===== src/rtl/sdm_pkg.sv =====
// Shared definitions for the sigma-delta quantizer.
// Holds the FSM state enum, the default block parameters, and the dither
// LFSR constants: width, taps, seed and dither magnitude shift.
package sdm_pkg;

  typedef enum logic {
    IDLE = 1'b0,
    RUN  = 1'b1
  } state_e;

  localparam int unsigned IN_W_DEF   = 16;
  localparam int unsigned LEVELS_DEF = 16;
  localparam int unsigned OSR_DEF    = 64;
  localparam int unsigned WIDTH_DEF  = 5;

  // x^15 + x^14 + 1, Fibonacci form: feedback from bits 14 and 13
  localparam int unsigned        LFSR_W    = 15;
  localparam logic [LFSR_W-1:0]  LFSR_TAPS = 15'h6000;
  localparam logic [LFSR_W-1:0]  LFSR_SEED = 15'h0001;

  // Dither magnitude is 2^(IN_W - DITHER_SHIFT)
  localparam int unsigned DITHER_SHIFT = 4;

endpackage


===== src/rtl/sdm_lfsr.sv =====
// Dither source: 15-bit maximal-length LFSR that steps once per enabled cycle.
// Ports:
//   clk_i        clock, rising edge
//   reset_i      asynchronous active-high reset, reloads the seed
//   en_i         advance the register this cycle
//   dither_bit_o current dither bit (register MSB)
module sdm_lfsr
  import sdm_pkg::*;
(
  input  logic clk_i,
  input  logic reset_i,
  input  logic en_i,
  output logic dither_bit_o
);

  logic [LFSR_W-1:0] lfsr_q;
  logic [LFSR_W-1:0] lfsr_d;

  // Next-state: shift left, feedback is the XOR of the tapped bits
  always_comb begin
    lfsr_d = lfsr_q;
    if (en_i) begin
      lfsr_d = {lfsr_q[LFSR_W-2:0], ^(lfsr_q & LFSR_TAPS)};
    end
  end

  always_ff @(posedge clk_i or posedge reset_i) begin
    if (reset_i) begin
      lfsr_q <= LFSR_SEED;
    end else begin
      lfsr_q <= lfsr_d;
    end
  end

  assign dither_bit_o = lfsr_q[LFSR_W-1];

endmodule


===== src/rtl/sdm_quantizer.sv =====
// Second-order error-feedback multi-level quantizer for a sigma-delta DAC.
// Each accepted PCM sample is held for OSR clocks; one code in 0..LEVELS is
// produced per clock while running.
// Optional build macro: SDM_DITHER_EN adds +/-2^(IN_W-4) LFSR dither to the loop.
// Ports:
//   clk_i, reset_i      clock (rising edge), asynchronous active-high reset
//   pcm_data_i          signed PCM sample
//   pcm_valid_i/ready_o sample handshake (accept when both high at an edge)
//   quantized_value_o   unsigned output code, LEVELS/2 while idle
//   out_valid_o         a new code is present this cycle
//   overload_o          sticky: the code or the error was clamped at least once
module sdm_quantizer
  import sdm_pkg::*;
#(
  parameter int unsigned IN_W   = IN_W_DEF,
  parameter int unsigned LEVELS = LEVELS_DEF,
  parameter int unsigned OSR    = OSR_DEF,
  parameter int unsigned WIDTH  = WIDTH_DEF
) (
  input  logic                   clk_i,
  input  logic                   reset_i,
  input  logic signed [IN_W-1:0] pcm_data_i,
  input  logic                   pcm_valid_i,
  output logic                   pcm_ready_o,
  output logic [WIDTH-1:0]       quantized_value_o,
  output logic                   out_valid_o,
  output logic                   overload_o
);

  localparam int unsigned ACC_W = IN_W + $clog2(LEVELS) + 3;
  localparam int unsigned CNT_W = $clog2(OSR);

  localparam logic signed [ACC_W-1:0] ONE_C  = ACC_W'(64'sd1 <<< IN_W);
  localparam logic signed [ACC_W-1:0] HALF_C = ACC_W'(64'sd1 <<< (IN_W - 1));
  localparam logic signed [ACC_W-1:0] LEV_C  = ACC_W'(LEVELS);
  localparam logic [WIDTH-1:0]        MID_C  = WIDTH'(LEVELS / 2);
  localparam logic [CNT_W-1:0]        LAST_C = CNT_W'(OSR - 1);

  state_e                  state_q, state_d;
  logic [CNT_W-1:0]        cnt_q, cnt_d;
  logic signed [IN_W-1:0]  sample_q, sample_d;
  logic signed [ACC_W-1:0] e1_q, e1_d, e2_q, e2_d;
  logic [WIDTH-1:0]        quant_q, quant_d;
  logic                    valid_q, valid_d;
  logic                    ready_q, ready_d;
  logic                    ovf_q, ovf_d;

  logic                    accept_c;
  logic [IN_W-1:0]         u_c;
  logic signed [ACC_W-1:0] s_c, w_c, dith_c, y_raw_c, y_c, e_raw_c, e_c;
  logic                    clamp_c;

`ifdef SDM_DITHER_EN
  localparam logic signed [ACC_W-1:0] DITH_C = ACC_W'(64'sd1 <<< (IN_W - DITHER_SHIFT));
  logic dither_bit;

  sdm_lfsr u_lfsr (
    .clk_i        (clk_i),
    .reset_i      (reset_i),
    .en_i         (state_q == RUN),
    .dither_bit_o (dither_bit)
  );

  assign dith_c = dither_bit ? DITH_C : -DITH_C;
`else
  assign dith_c = '0;
`endif

  assign accept_c = pcm_valid_i & ready_q;

  // Loop datapath: offset-binary scale, error feedback, round, clamp
  always_comb begin
    u_c     = {~sample_q[IN_W-1], sample_q[IN_W-2:0]};
    s_c     = signed'(ACC_W'(u_c)) * LEV_C;
    w_c     = s_c + (e1_q <<< 1) - e2_q + dith_c;
    // Arithmetic shift is a floor, so adding half first rounds to nearest
    y_raw_c = (w_c + HALF_C) >>> IN_W;
    clamp_c = 1'b0;
    y_c     = y_raw_c;
    if (y_raw_c[ACC_W-1]) begin
      y_c     = '0;
      clamp_c = 1'b1;
    end else if (y_raw_c > LEV_C) begin
      y_c     = LEV_C;
      clamp_c = 1'b1;
    end
    e_raw_c = w_c - (y_c <<< IN_W);
    e_c     = e_raw_c;
    if (e_raw_c > ONE_C) begin
      e_c     = ONE_C;
      clamp_c = 1'b1;
    end else if (e_raw_c < -ONE_C) begin
      e_c     = -ONE_C;
      clamp_c = 1'b1;
    end
  end

  // Next-state and registered-output logic
  always_comb begin
    state_d  = state_q;
    cnt_d    = cnt_q;
    sample_d = sample_q;
    e1_d     = e1_q;
    e2_d     = e2_q;
    quant_d  = MID_C;
    valid_d  = 1'b0;
    ovf_d    = ovf_q;

    case (state_q)
      IDLE: begin
        if (accept_c) begin
          sample_d = pcm_data_i;
          cnt_d    = '0;
          state_d  = RUN;
        end
      end
      RUN: begin
        quant_d = WIDTH'(y_c);
        valid_d = 1'b1;
        e2_d    = e1_q;
        e1_d    = e_c;
        ovf_d   = ovf_q | clamp_c;
        cnt_d   = cnt_q + CNT_W'(1);
        if (cnt_q == LAST_C) begin
          cnt_d = '0;
          if (accept_c) begin
            sample_d = pcm_data_i;
          end else begin
            state_d = IDLE;
          end
        end
      end
      default: state_d = IDLE;
    endcase

    // Ready is registered from the next state so it is glitch-free
    ready_d = (state_d == IDLE) || (cnt_d == LAST_C);
  end

  always_ff @(posedge clk_i or posedge reset_i) begin
    if (reset_i) begin
      state_q  <= IDLE;
      cnt_q    <= '0;
      sample_q <= '0;
      e1_q     <= '0;
      e2_q     <= '0;
      quant_q  <= MID_C;
      valid_q  <= 1'b0;
      ready_q  <= 1'b1;
      ovf_q    <= 1'b0;
    end else begin
      state_q  <= state_d;
      cnt_q    <= cnt_d;
      sample_q <= sample_d;
      e1_q     <= e1_d;
      e2_q     <= e2_d;
      quant_q  <= quant_d;
      valid_q  <= valid_d;
      ready_q  <= ready_d;
      ovf_q    <= ovf_d;
    end
  end

  assign pcm_ready_o       = ready_q;
  assign quantized_value_o = quant_q;
  assign out_valid_o       = valid_q;
  assign overload_o        = ovf_q;

endmodule


===== config.mk =====
export PLATFORM = sky130hd
export DESIGN_NAME = sdm_quantizer
export DESIGN_NICKNAME = d
export VERILOG_FILES = /design/src/rtl/sdm_pkg.sv /design/src/rtl/sdm_lfsr.sv /design/src/rtl/sdm_quantizer.sv
export SDC_FILE = /design/constraint.sdc
export NUM_CORES = 1
export LEC_CHECK = 0
export BUFFER_PORTS_ARGS = -buffer_cell sky130_fd_sc_hd__buf_2
export CORE_UTILIZATION = 52
export DETAILED_ROUTE_END_ITERATION = 8
export GPL_TIMING_DRIVEN = 0
export PLACE_DENSITY = 0.69
export SLEW_MARGIN = 20
export SYNTH_ARGS = -nofsm -noshare
export SYNTH_HDL_FRONTEND = slang
export SYNTH_SLANG_ARGS = --single-unit

===== constraint.sdc =====
create_clock -name clk_i -period 7.6 [get_ports clk_i]
set_input_delay 1.52 -clock clk_i [delete_from_list [all_inputs] [get_ports clk_i]]
set_output_delay 1.52 -clock clk_i [all_outputs]
set_load 0.02 [all_outputs]

; ---- After elaboration in Yosys (flattened, before gate mapping)
; Cells that the tools add are included.
[classes]
n_mux = 19
n_addsub = 5
n_eq_ne = 3
reduce_logical = 1
bitwise = 5
magnitude_cmp = 3
[op_table]
columns = op, n
row1 = 23-bit two-way mux, 2
row2 = 23-bit subtractor, 2
row3 = 16-bit two-way mux, 2
row4 = 16-bit one-hot mux with 2 select lines, 1
row5 = 6-bit two-way mux, 4
row6 = 21-bit by 23-bit adder with 23-bit output, 1
row7 = "23-bit by 17-bit adder with 23-bit output, second input constant", 1
row8 = "23-bit by 18-bit greater-than comparator with 1-bit output, second input constant", 1
row9 = "23-bit by 17-bit < comparator with 1-bit output, second input constant", 1
row10 = "6-bit == test, second input constant", 2
row11 = 6-bit one-hot mux with 2 select lines, 1
row12 = "7-bit by 6-bit greater-than comparator with 1-bit output, second input constant", 1
row13 = 1-bit two-way mux, 7
row14 = "6-bit by 1-bit adder with 6-bit output, second input constant", 1
row15 = 5-bit two-way mux, 1
row16 = 1-bit inverter, 3
row17 = "2-bit by 1-bit inequality test with 1-bit output, second input constant", 1
row18 = 1-bit one-hot mux with 2 select lines, 1
row19 = 1-bit AND, 1
row20 = 1-bit logical OR, 1
row21 = 1-bit bitwise OR, 1
[word_totals]
ff_bits = 77
inputBits = 19
elab_cells = 45

; ---- Depth between registers and ports, before layout
; Gate-level depths: netlist (run 1).
[logic_depth]
word_depth = 12
ltp_mapped = 30
mapped_depth_nobuf = 28

; ---- Worst setup path before layout (run 1)
; Ideal clock, no wire load.
[synth_path]
path_kind = reg-to-reg
start = register e1_q[0]
end = register e1_q[7]
path_stages_with_launch = 28
setup_ns = 0.135
n_path_buf = 1
t_required_ns = 7.465
period_less_slack_ns = 5.906
path_slack_ns = 1.694
arrival_time_ns = 5.772
cell_sequence = dfrtp_1 > ha_1 > ha_1 > inv_1 > fa_1 > nand2b_2 > a211oi_4 > o21ai_2 > o311a_1 > nand2_1 > inv_1 > ha_1 > or2_4 > a2111oi_4 > o311a_2 > o21ai_0 > fa_1 > a21o_1 > a21oi_1 > o21bai_1 > a21oi_1 > xnor2_1 > nand4b_1 > ha_1 > inv_1 > nand3_1 > buf_2 > o22ai_1
[synth_via]
elab_chain_cells = 10
elab_cells_between_ends = 11
classes_between = 4 x add/sub / 3 x order compare / 4 x mux
[synth_rtl]
columns = element, line_no
row1 = from (decl), sdm_quantizer.sv:42  ; logic signed [ACC_W-1:0] e1_q, e1_d, e2_q, e2_d;
row2 = from (signal assigned), sdm_quantizer.sv:145  ; e1_q <= '0;
row3 = from (signal assigned), sdm_quantizer.sv:155  ; e1_q <= e1_d;
row4 = 21-bit by 23-bit adder with 23-bit output *, sdm_quantizer.sv:75  ; w_c = s_c + (e1_q <<< 1) - e2_q + dith_c;
row5 = 23-bit subtractor *, sdm_quantizer.sv:75
row6 = 23-bit by 17-bit adder with 23-bit output, sdm_quantizer.sv:77  ; y_raw_c = (w_c + HALF_C) >>> IN_W;
row7 = 7-bit by 6-bit greater-than comparator with 1-bit output, sdm_quantizer.sv:83  ; end else if (y_raw_c > LEV_C) begin
row8 = 6-bit two-way mux, sdm_quantizer.sv:83
row9 = 6-bit two-way mux, sdm_quantizer.sv:80  ; if (y_raw_c[ACC_W-1]) begin
row10 = 23-bit subtractor *, sdm_quantizer.sv:87  ; e_raw_c = w_c - (y_c <<< IN_W);
row11 = 23-bit by 17-bit < comparator with 1-bit output, sdm_quantizer.sv:92  ; end else if (e_raw_c < -ONE_C) begin
row12 = 23-bit two-way mux, sdm_quantizer.sv:92
row13 = 23-bit two-way mux *, sdm_quantizer.sv:89  ; if (e_raw_c > ONE_C) begin
; Mark *: on every way between the ends. The rest lies on a longest branch, timed or not.
; A chain may end at the register's enable or synchronous reset.

; ---- Worst setup path in the final report (run 1)
[layout_path]
start = register e1_q[5]
end = register e1_q[2]
; The elaborated chain is that of the path after synthesis.

==> run metrics, run 1 <==
outcome finished, final reports clean; CP Buf/Inv Count 4; nets 670; HP Start state_q$_DFF_PP0_; Gate Count Post-Synth 560; antenna violations before repair 0; pre-CTS setup slack 0.2643 ns; Routed WL 11.57 mm; initial core utilization 0.5340; Crit path largest cell delay 0.53 ns; drt first-iter violations 158; CP max FO 10; Yosys warning count 0; Hold Path Cell Cnt 0; Reg-to-Reg Start e1_q[5]$_DFFE_PP0P_; Hold Crit Class flip-flop to flip-flop; Root Buffer clkbuf_8; total inserted antenna cells 0; Post-synth ARST share 1.000; antenna-violating nets left 0; largest net degree at the start of global routing 43; Worst Tran Pin Value 0.6120 ns; H-tree depth 3; Ports 27; CTS tree built; first-pass GRT wire length 19.64 mm; GP Congestion 0.8703; Rows 37; setup_tns 0 ns; crit path DAT 7.28 ns; Crit path max-delay family simple AND/OR/NAND/NOR gates; Clock Sinks 77; main combinational cell family by area after synthesis compound AO/OA/AOI/OAI gates; Vias 4,159; RSZ-0062 raised after global routing false; die extent in x 105.0 um; fill count 900; vias in the first global route 4,121; Most Frequent Cell on Critical Path inv_1; r2r endpoint e1_q[2]$_DFFE_PP0P_; WS Path Type flip-flop to flip-flop; slowest CP cell fa_1; ys flop type dfrtp_1; CTS Buf Count 9; Worst setup SP type flip-flop; post-synthesis cell area 5513 um2; GRT Util Overall 0.2255; Worst setup EP type flip-flop; Required @ worst endpoint 7.88 ns; Avg Inst Size Synth 9.844 um2; Post-synth EDFFs 0; count of cell types in the netlist 77; Die ar. 11,020 um2; Max Freq 143.0 MHz; xor/xnor cell area share of the yosys netlist 0.04539; Pins Over Slew Limit 0; clock latency on the worst-skew pair 0.37 ns; Max-slew headroom 0.5920; synthesized-area fraction occupied by adder cells 0.1448; final setup violation count 0; clock buffer depth 2; Residual DRC 0; FF-to-FF setup slack 0.61 ns; Reg2Reg Depth 26; Mapped Nets 632; Via density 5.628; core box area 10,320 um2; Final Core Density 0.5882; GR Overflow Total 0; clock-pin slew on the worst setup and hold paths 0.08 ns; Tmin final 6.993 ns; wire length per cell 15.65 um; final worst path period share 0.9201; Die Ht 105.0 um; synth-to-layout area growth 10.15%; Max Cap Viol 0; post-synthesis register bit count 77; post-synthesis mux area share 0.07331; hold endpoint out_valid_o$_DFF_PP0_; simple-gate share of the synthesized area 0.1203; dpl hpwl 9.129 mm; final count of hold timing violations 0; share of cells above drive strength 1 0.1973; post-route setup slack 0.6071 ns; Port Buf Inserts 26; compound-cell area share of the yosys netlist 0.1788; post-synthesis sequential area ratio 0.3500; Worst Skew 0.008584 ns; DRT Pass-1 Iters 4
-- cell usage after synthesis, types with 5 or more instances --
cell | instances | area share
xnor2_1 | 12 | 0.019
dfrtp_1 | 75 | 0.34
clkbuf_8 | 8 | 0.020
ha_1 | 35 | 0.079
a21oi_1 | 24 | 0.022
nand4_1 | 11 | 0.012
o21ai_0 | 33 | 0.030
nand3_1 | 11 | 0.010
o22ai_1 | 16 | 0.018
mux2_2 | 35 | 0.071
o21a_1 | 7 | 0.0095
clkbuf_1 | 8 | 0.0054
nand2_1 | 42 | 0.029
fa_1 | 18 | 0.065
inv_1 | 84 | 0.057
xor2_1 | 12 | 0.019
nor2_1 | 26 | 0.018
and3_1 | 5 | 0.0057
-- layer usage --
layer | GRT usage | wire length, um | up-vias
met5 | 0 | 0 | -
met4 | 0.08451 | 202 | 0
met3 | 0.04492 | 441 | 24
met2 | 0.3713 | 5567 | 68
met1 | 0.2935 | 5355 | 2039
li1 | - | - | 2028
-- placed cells by master, fill, tap and decap left out, types with 5 or more instances in the layout --
master | Yosys | final
nand3_1 | 11 | 10
a21oi_1 | 24 | 23
o21ai_0 | 33 | 33
and3_1 | 5 | 5
o22ai_1 | 16 | 16
mux2_2 | 35 | 35
fa_1 | 18 | 18
clkbuf_8 | 8 | 18
nor2_1 | 26 | 26
dfrtp_1 | 75 | 75
xor2_1 | 12 | 11
nand2_1 | 42 | 42
nand4_1 | 11 | 11
ha_1 | 35 | 35
o21a_1 | 7 | 7
xnor2_1 | 12 | 12
clkbuf_1 | 8 | 8
buf_2 | 3 | 29
inv_1 | 84 | 83
-- worst max-delay path by stage --
stage / slack (ns) / depth (start not counted) / to / startpoint
after floorplan: 1.69 / 27 / e1_q[7]$_DFFE_PP0P_ / e1_q[0]$_DFFE_PP0P_
after global placement: 0.37 / 27 / e1_q[2]$_DFFE_PP0P_ / e1_q[12]$_DFFE_PP0P_
after detailed placement: 0.26 / 27 / e1_q[5]$_DFFE_PP0P_ / e1_q[12]$_DFFE_PP0P_
after CTS: 0.21 / 27 / e1_q[2]$_DFFE_PP0P_ / e1_q[12]$_DFFE_PP0P_
after global routing: 0.14 / 26 / e1_q[1]$_DFFE_PP0P_ / e1_q[0]$_DFFE_PP0P_
final: 0.61 / 26 / e1_q[2]$_DFFE_PP0P_ / e1_q[5]$_DFFE_PP0P_
-- registers in the layout, indices dropped and copies added, names as in the netlist --
register           count
cnt_q                  6
e1_q                  23
e2_q                  23
out_valid_o            1
overload_o             1
pcm_ready_o            1
quantized_value_o      5
sample_q              16
state_q                1
-- repair_timing --
action | in CTS | in global routing
endpoints found under the hold margin | 0 | 0
gates resized for setup | 0 | 6
setup endpoints to repair | 0 | 20
setup buffers | 0 | 0
hold buffers | 0 | 0
-- logic make-up (layout without fill, tap and decap cells) --
kind of cell             Yosys count  in the layout
AO/OA/AOI/OAI                    136            136
AND/OR/NAND/NOR                  127            127
buffers and inverters            104            147
flip-flops                        77             77
adder cells (fa/ha/maj)           53             53
multiplexers                      36             36
XOR/XNOR                          26             26
other                              1              1
-- stage by stage --
step           cell area [um2]  hold slack (ns)  cells
2_1_floorplan             5513           0.3685    560
3_3_place_gp              5813           0.3709    722
3_5_place_dp              5836           0.3819    723
4_1_cts                   6035           0.3958    739
5_1_grt                   6072           0.4119    739
6_report                  6072           0.3944    739
-- final cells by class --
cell class | instances | area [um2] | area share
plain buffers | 20 | 162.7 | 0.02679
clock buffers | 10 | 137.6 | 0.02267
clock inverters | 6 | 61.31 | 0.01010
inverters | 84 | 317.8 | 0.05234
multi-input cells | 379 | 3143 | 0.5176
flip-flops and latches | 77 | 1929 | 0.3177
well taps | 136 | 170.2 | 0.02802
repair buffers | 27 | 150.1 | 0.02473
Power of run 1 is not shown: default switching activity piles up to over one toggle a cycle in this logic, so the estimate is an artifact.
==> inputs of run 2 (changes only) <==
--- a/config.mk
+++ b/config.mk
@@ -6,6 +6,7 @@
 export NUM_CORES = 1
 export LEC_CHECK = 0
 export BUFFER_PORTS_ARGS = -buffer_cell sky130_fd_sc_hd__buf_2
+export CORE_ASPECT_RATIO = 1.1
 export CORE_UTILIZATION = 52
 export DETAILED_ROUTE_END_ITERATION = 8
 export GPL_TIMING_DRIVEN = 0
==> run metrics, run 2 (same netlist as run 1, synthesis figures left out) <==
Hold Path Cell Cnt 0 (unchanged); initial core utilization 0.5329 (-0.001098); Pins Over Slew Limit 0 (unchanged); fill count 938 (+4.2%); Max Cap Viol 0 (unchanged); r2r endpoint e1_q[3]$_DFFE_PP0P_; Crit path largest cell delay 0.55 ns (+0.02 ns); Worst setup SP type flip-flop; Routed WL 12.10 mm (+4.7%); Worst Skew 0.009298 ns (+0.0007141 ns); Max-slew headroom 0.4944 (-0.09762); Vias 4,170 (+0.26%); share of cells above drive strength 1 0.1957 (-0.001658); Hold Crit Class flip-flop to flip-flop; synth-to-layout area growth 12.55%; CTS tree built; Crit path max-delay family compound AO/OA/AOI/OAI gates; total inserted antenna cells 0 (unchanged); die extent in x 100.2 um (-4.6%); CTS Buf Count 9 (unchanged); CP Buf/Inv Count 6 (+2); wire length per cell 16.23 um (+3.7%); DRT Pass-1 Iters 5 (+1); FF-to-FF setup slack 0.56 ns (-0.05 ns); CP max FO 10 (unchanged); Die ar. 11,020 um2 (unchanged); crit path DAT 7.30 ns (+0.02 ns); Port Buf Inserts 26 (unchanged); Root Buffer clkbuf_16; RSZ-0062 raised after global routing false; Worst setup EP type flip-flop; clock latency on the worst-skew pair 0.35 ns (-0.02 ns); largest net degree at the start of global routing 47 (+9.3%); core box area 10,340 um2 (+0.21%); Ports 27 (unchanged); hold endpoint out_valid_o$_DFF_PP0_; antenna-violating nets left 0 (unchanged); Reg-to-Reg Start e1_q[13]$_DFFE_PP0P_; first-pass GRT wire length 20.20 mm (+2.8%); HP Start state_q$_DFF_PP0_; Die Ht 110.0 um (+4.8%); setup_tns 0 ns (unchanged); hold_buf cts 0 (unchanged); Required @ worst endpoint 7.86 ns (-0.02 ns); Tmin final 7.040 ns (+0.04738 ns); final setup violation count 0 (unchanged); clock-pin slew on the worst setup and hold paths 0.06 ns (-0.02 ns); biggest regs e1_q: 23 flops, e2_q: 23 flops, sample_q: 16 flops; Via density 5.590 (-0.68%); GR Overflow Total 0 (unchanged); most frequent cells in the layout inv_1 (83), dfrtp_1 (75), nand2_1 (42); commonest non-fill, non-tap cell in the layout inv_1; antenna violations before repair 0 (unchanged); H-tree depth 3 (unchanged); clock buffer depth 2 (unchanged); dpl hpwl 9.221 mm (+1.0%); Residual DRC 0 (unchanged); GRT Util Overall 0.2413 (+0.01581); WS Path Type flip-flop to flip-flop; Reg2Reg Depth 28 (+7.7%); Max Freq 142.0 MHz (-0.67%); Rows 39 (+5.4%); vias in the first global route 4,201 (+1.9%); nets 670 (unchanged); Clock Sinks 77 (unchanged); slowest CP cell fa_1; outcome finished, final reports clean; final count of hold timing violations 0 (unchanged); Worst Tran Pin Value 0.7584 ns (+0.1464 ns); final worst path period share 0.9263 (+0.006235); GP Congestion 0.8939 (+2.7%); drt first-iter violations 139 (-12%)
run 2: routing by layer:
| layer | track usage | wire length (um) | share of wire |
|---|---|---|---|
| met3 | 0.04035 | 323 | 0.027 |
| met5 | 0 | 0 | 0 |
| met4 | 0.1180 | 349 | 0.029 |
| met1 | 0.2976 | 5399 | 0.45 |
| met2 | 0.4124 | 6031 | 0.50 |
run 2: layout make-up:
cell class,instances,area [um2],area share
multi-input combinational,379,3128,0.5041
clock buffer,9,225.2,0.03630
timing repair buffer,27,157.7,0.02541
tap,143,178.9,0.02884
clock inverter,7,105.1,0.01694
inverter,84,317.8,0.05122
buffer,20,162.7,0.02621
sequential,77,1929,0.3109
run 2: through the flow:
stage	std cells	worst slack [ns]	util	hold WS [ns]	area [um2]
6_report	746	0.5597	0.5998	0.4159	6205
5_1_grt	746	0.08080	0.5998	0.4237	6205
4_1_cts	746	0.2270	0.5976	0.4185	6182
3_5_place_dp	730	0.2602	0.5657	0.3973	5852
3_3_place_gp	729	0.3750	0.5628	0.3719	5822
2_1_floorplan	560	1.694	-	0.3685	5513
run 2: worst max-delay path by stage:
stage	end	startpoint	cells past startpoint
6_report	e1_q[3]$_DFFE_PP0P_	e1_q[13]$_DFFE_PP0P_	28
5_1_grt	e1_q[6]$_DFFE_PP0P_	e1_q[13]$_DFFE_PP0P_	28
4_1_cts	e1_q[3]$_DFFE_PP0P_	e1_q[12]$_DFFE_PP0P_	27
3_5_place_dp	e1_q[3]$_DFFE_PP0P_	e1_q[12]$_DFFE_PP0P_	27
3_3_place_gp	e1_q[9]$_DFFE_PP0P_	e1_q[12]$_DFFE_PP0P_	27
2_1_floorplan	e1_q[7]$_DFFE_PP0P_	e1_q[0]$_DFFE_PP0P_	27
run 2: what timing repair did:
action                                  CTS  global route
buffers inserted                          0             0
gates resized for setup                   0             4
endpoints found under the setup margin    0            18
Power of run 2 is left out for the same reason.
